`config.mk`:
```
export PLATFORM = sky130hd
export DESIGN_NAME = wb_commit_unit
export DESIGN_NICKNAME = d
export VERILOG_FILES = /design/src/rtl/wb_commit_unit.sv
export SDC_FILE = /design/constraint.sdc
export NUM_CORES = 1
export LEC_CHECK = 0
export BUFFER_PORTS_ARGS = -buffer_cell sky130_fd_sc_hd__buf_2
export CAP_MARGIN = 20
export CORE_AREA = 2 2 161 163
export CTS_CLUSTER_DIAMETER = 200
export CTS_CLUSTER_SIZE = 8
export DETAILED_ROUTE_END_ITERATION = 8
export DIE_AREA = 0 0 163 165
export MAX_ROUTING_LAYER = met4
export SLEW_MARGIN = 20
export SYNTH_ARGS = -nofsm -noshare
export SYNTH_HDL_FRONTEND = slang
export SYNTH_SLANG_ARGS = --single-unit
export TNS_END_PERCENT = 20
```
`constraint.sdc`:
```
create_clock -name clk -period 1.6 [get_ports clk]
set_input_delay 0.08 -clock clk [delete_from_list [all_inputs] [get_ports clk]]
set_output_delay 0.08 -clock clk [all_outputs]
set_load 0.005 [all_outputs]
```
`src/rtl/wb_commit_unit.sv`:
```
// Writeback commit: WB pipeline register, exception/interrupt resolution,
// the CP0 write-back bus, the pipeline flush/redirect and the GPR write port.
module wb_commit_unit #(
    parameter logic [31:0] EX_VECTOR  = 32'hBFC0_0380,
    parameter int          FLUSH_HOLD = 1
) (
    input  logic          clk,
    input  logic          reset,
    input  logic          ms_to_ws_valid,
    output logic          ws_allowin,
    input  logic [31:0]   ms_pc,
    input  logic          ms_bd,
    input  logic          ms_ex,
    input  logic [4:0]    ms_excode,
    input  logic [31:0]   ms_badvaddr,
    input  logic          ms_mtc0,
    input  logic          ms_mfc0,
    input  logic          ms_eret,
    input  logic [4:0]    ms_c0_addr,
    input  logic [31:0]   ms_rt_value,
    input  logic          ms_rf_we,
    input  logic [4:0]    ms_rf_waddr,
    input  logic [31:0]   ms_result,
    input  logic          c0_status_ie,
    input  logic          c0_status_exl,
    input  logic [7:0]    c0_status_im,
    input  logic [7:0]    c0_cause_ip,
    input  logic [31:0]   c0_rdata,
    input  logic [31:0]   c0_epc,
    output logic [109:0]  wb_to_cp0_register_bus,
    output logic          flush,
    output logic [31:0]   flush_pc,
    output logic          rf_we,
    output logic [4:0]    rf_waddr,
    output logic [31:0]   rf_wdata
);

    typedef enum logic {
        S_RUN,
        S_HOLD
    } state_t;

    state_t      r_state;
    logic [2:0]  r_cnt;

    logic        r_valid;
    logic [31:0] r_pc;
    logic        r_bd;
    logic        r_ex;
    logic [4:0]  r_excode;
    logic [31:0] r_badvaddr;
    logic        r_mtc0;
    logic        r_mfc0;
    logic        r_eret;
    logic [4:0]  r_c0_addr;
    logic [31:0] r_rt_value;
    logic        r_rf_we;
    logic [4:0]  r_rf_waddr;
    logic [31:0] r_result;

    logic        w_int_req;
    logic        w_ex;
    logic        w_up_ex;
    logic        w_mtc0_we;
    logic        w_eret_flush;
    logic        w_flush;
    logic [4:0]  w_excode;
    logic [31:0] w_badvaddr;
    logic        w_bd;
    logic [31:0] w_pc;
    logic [4:0]  w_c0_waddr;
    logic [31:0] w_c0_wdata;

    assign ws_allowin = (r_state == S_RUN);

    always_ff @(posedge clk) begin
        if (reset) begin
            r_state <= S_RUN;
            r_cnt   <= 3'd0;
        end else begin
            unique case (r_state)
                S_RUN: begin
                    if (w_flush) begin
                        r_state <= S_HOLD;
                        r_cnt   <= 3'(FLUSH_HOLD);
                    end
                end
                S_HOLD: begin
                    if (r_cnt == 3'd1)
                        r_state <= S_RUN;
                    r_cnt <= r_cnt - 3'd1;
                end
                default: r_state <= S_RUN;
            endcase
        end
    end

    // A flushed cycle still accepts MEM's fields, but never their valid bit.
    always_ff @(posedge clk) begin
        if (reset) begin
            r_valid    <= 1'b0;
            r_pc       <= 32'd0;
            r_bd       <= 1'b0;
            r_ex       <= 1'b0;
            r_excode   <= 5'd0;
            r_badvaddr <= 32'd0;
            r_mtc0     <= 1'b0;
            r_mfc0     <= 1'b0;
            r_eret     <= 1'b0;
            r_c0_addr  <= 5'd0;
            r_rt_value <= 32'd0;
            r_rf_we    <= 1'b0;
            r_rf_waddr <= 5'd0;
            r_result   <= 32'd0;
        end else begin
            if (!ws_allowin || w_flush)
                r_valid <= 1'b0;
            else
                r_valid <= ms_to_ws_valid;
            if (ws_allowin && ms_to_ws_valid) begin
                r_pc       <= ms_pc;
                r_bd       <= ms_bd;
                r_ex       <= ms_ex;
                r_excode   <= ms_excode;
                r_badvaddr <= ms_badvaddr;
                r_mtc0     <= ms_mtc0;
                r_mfc0     <= ms_mfc0;
                r_eret     <= ms_eret;
                r_c0_addr  <= ms_c0_addr;
                r_rt_value <= ms_rt_value;
                r_rf_we    <= ms_rf_we;
                r_rf_waddr <= ms_rf_waddr;
                r_result   <= ms_result;
            end
        end
    end

    assign w_int_req = c0_status_ie && !c0_status_exl
                    && (|(c0_status_im & c0_cause_ip));

    // Interrupt outranks an upstream exception and reports excode 0.
    assign w_ex         = r_valid && (w_int_req || r_ex);
    assign w_up_ex      = w_ex && !w_int_req;
    assign w_excode     = w_up_ex ? r_excode : 5'd0;
    assign w_badvaddr   = w_up_ex ? r_badvaddr : 32'd0;
    assign w_bd         = r_valid && r_bd;
    assign w_pc         = r_valid ? r_pc : 32'd0;
    assign w_mtc0_we    = r_valid && r_mtc0 && !w_ex;
    assign w_eret_flush = r_valid && r_eret && !w_ex;
    assign w_c0_waddr   = (r_valid && (r_mtc0 || r_mfc0))
                        ? r_c0_addr : 5'd0;
    assign w_c0_wdata   = w_mtc0_we ? r_rt_value : 32'd0;

    assign wb_to_cp0_register_bus = {
        w_ex, w_excode, w_badvaddr, w_bd, w_pc,
        w_mtc0_we, w_c0_waddr, w_c0_wdata, w_eret_flush
    };

    assign w_flush  = w_ex || w_eret_flush;
    assign flush    = w_flush;
    assign flush_pc = w_ex         ? EX_VECTOR :
                      w_eret_flush ? c0_epc    : 32'd0;

    assign rf_we    = r_valid && r_rf_we && !w_ex;
    assign rf_waddr = r_rf_waddr;
    assign rf_wdata = r_mfc0 ? c0_rdata : r_result;

endmodule

```
==> metrics.md <==
| Metric | Value |
|---|---|
| Core ar. | 25,000 µm² |
| First-pass DRT Iterations | 4 |
| Worst endpoint required time | 1520 ps |
| ANT cells | 0 |
| GRT Residual Overflow | 0 |
| Post-DR vias/cell | 4.38 |
| Critical path fanouts, max | 6 |
| Max incr delay on CP | 390 ps |
| Slew headroom | 72.2% |
| Num ports | 416 |
| Fmax | 611 MHz |
| Yosys reg bits | 154 |
| Wire per inst | 14.1 µm |
| Worst Setup Start Kind | register |
| Via count | 7,813 |
| Syn Std Cell Area | 6840 µm² |
| Worst Path Arrival | 1560 ps |
| CP most frequent cell | buf_6 |
| Clk_lat worst skew | 410 ps |
| Peak supply drop | 0.701 mV |
| Final Non-Filler Cells | 1,782 |
| First-pass GRT wire length | 37,400 µm |
| Routed Antenna Nets | 0 |
| Syn Inst Count | 895 |
| Avg Inst Size Synth | 7.64 µm² |
| Critical path cell sequence | nand2_4, nor3_4, buf_6, buf_6, and2_4, buf_6 |
| Mapped Nets | 1,131 |
| Fin crit period | 1640 ps |
| Maxcap violations | 0 |
| Yosys warnings | 0 |
| HPWL Detailed | 16,700 µm |
| Die height | 165 µm |
| Leak pwr | 5.74 nW |
| CP max-delay cell | dfxtp_4 |
| Die area | 26,900 µm² |
| Number of global-route vias before repair | 7,328 |
| Clk sinks | 154 |
| CTS clk-pin slew, worst paths | 70 ps |
| Max Root-Sink Buffers | 2 |
| Initial antenna violation count | 0 |
| RSZ-0062 raised after global routing | true |
| Most common cell after layout, fill and taps aside | buf_2 |
| Worst hold-check path type | in -> reg |
| Worst Tran Pin Value | 416 ps |
| Final hold violations | 0 |
| Area Growth Syn to Fin | 72.0% |
| Cell count after placement | 1,591 |
| Pre-CTS WS | 123 ps |
| Starting density of the core | 27.3% |
| CTS tree | done |
| Final setup fails | 28 |
| Power Dens Cells | 847 nW/µm² |
| Max Slew Vio Count | 0 |
| Clk root buf | clkbuf_16 |
| IO buf count | 415 |
| Drt initial violations | 417 |
| Drt total wl | 25,100 µm |
| H-tree depth | 4 |
| Setup WS post-layout | -36.0 ps |
| Critical path class | reg -> out |
| Crit path capture type | output pin |
| Total Routing Usage GR | 17.9% |
| Horiz. Die Dim | 163 µm |
| Core Rows | 58 |
| Residual DRC | 0 |
| Largest net degree at the start of global routing | 69 |
| Worst Clk Skew | 10.6 ps |
| Most frequent cells in the layout | buf_2, nand2_1, dlygate4sd3_1, dfxtp_1, a21oi_1 |
| Layout cell share with drive strength beyond 1 | 37.7% |
| Violated checks | negative setup slack |
| Outcome | finished, violations left |
| Post-synthesis cell type count | 31 |
| CTS Buf Count | 17 |
| RePlAce Congestion | 0.806 |
| Final net count | 1,675 |
| Fin crit share | 102% |
| Register area share after synthesis | 45.1% |
cells by family after synthesis:
kind of cell	Yosys count	share of synthesized area (%)
flip-flops	154	45.1
multiplexers	32	5.27
buffers and inverters	77	5.23
XOR/XNOR	1	0.128
AO/OA/AOI/OAI	161	13.0
adder cells (fa/ha/maj)	2	0.366
AND/OR/NAND/NOR	468	31.0
repair_timing:
item / CTS / global route
cloned: 2 / 1
pin swaps: 18 / 4
endpoints found under the hold margin: 149 / 0
buffers inserted: 3 / 3
setup endpoints to repair: 172 / 135
hold buffers: 150 / 0
gates resized for setup: 23 / 37
state kept, by name, indices dropped and copies added (netlist names):
signal,count
r_state,1
r_pc,32
r_mfc0,1
r_badvaddr,32
r_result,32
r_mtc0,1
r_cnt,3
r_ex,1
r_c0_addr,5
r_bd,1
r_excode,5
r_rt_value,32
rf_waddr,5
r_eret,1
r_rf_we,1
r_valid,1
final cells by class:
cell class                      instances  area (µm²)
Fill cell                            2356       13300
Timing Repair Buffer                  597        4180
Clock inverter                         13         130
Sequential cell                       154        3100
Inverter                                5        18.8
Clock buffer                           19         453
Tap cell                              330         413
Multi-Input combinational cell        664        3480
critical path, delay by kind of cell (launching register included):
kind	cells	cell delay, ps
simple gates	3	420
buf+inv	3	350
flops	1	390
where the power goes:
part	switching (mW)	leakage, nW	internal, mW	total, mW
clock network	1.75	0.267	2.26	4.01
registers	0.136	1.27	4.09	4.22
logic	0.794	4.21	0.943	1.74
path summary, 6_finish.rpt:
check / depth (start not counted) / slack [ps] / endpoint / startpoint
setup / recovery: 6 / -40 / flush_pc[21] / r_valid
hold / removal: 4 / 160 / r_pc[13] / ms_to_ws_valid
setup reg to reg: 5 / 140 / r_result[8] / r_state
hold reg to reg: 2 / 450 / r_pc[7] / r_pc[7]
per-layer routing:
| metal | vias to the layer above | wire length (µm) | global-route usage, % |
|---|---|---|---|
| met4 | 0 | 331 | 4.75 |
| met5 | - | 0 | - |
| li1 | 3937 | - | - |
| met2 | 247 | 12600 | 31.0 |
| met1 | 3604 | 10900 | 21.4 |
| met3 | 25 | 1280 | 3.34 |
metrics by stage:
stage	instance area [µm²]	TNS (ps)	hold slack (ps)	util (%)	power, mW
after floorplan	6840	0	216	-	4.98
after global placement	9370	0	320	37.4	5.68
after detailed placement	9370	0	325	37.4	5.70
after CTS	11600	-2660	114	46.2	10.1
after global routing	11800	-7860	148	47.0	10.5
final	11800	-493	157	47.0	9.97
cell usage after synthesis (all sizes together):
master  number  area [µm²]
nand2      328        1230
dfxtp      154        3080
a21oi      149         746
and2       128         801
clkbuf      42         163
mux2        32         360
buf         30         176
inv          5        18.8
a22oi        4        50.1
nor2         4        22.5
nor3         4        36.3
a41o         2        20.0
ha           2        25.0
o21ai        2        21.3
a211oi       1        7.51
a31oi        1        6.26
a41oi        1        27.5
and3         1        6.26
and4         1        8.76
nand2b       1        6.26
nor2b        1        6.26
o21a         1        7.51
xnor2        1        8.76
(Power assumes the default switching activity.)
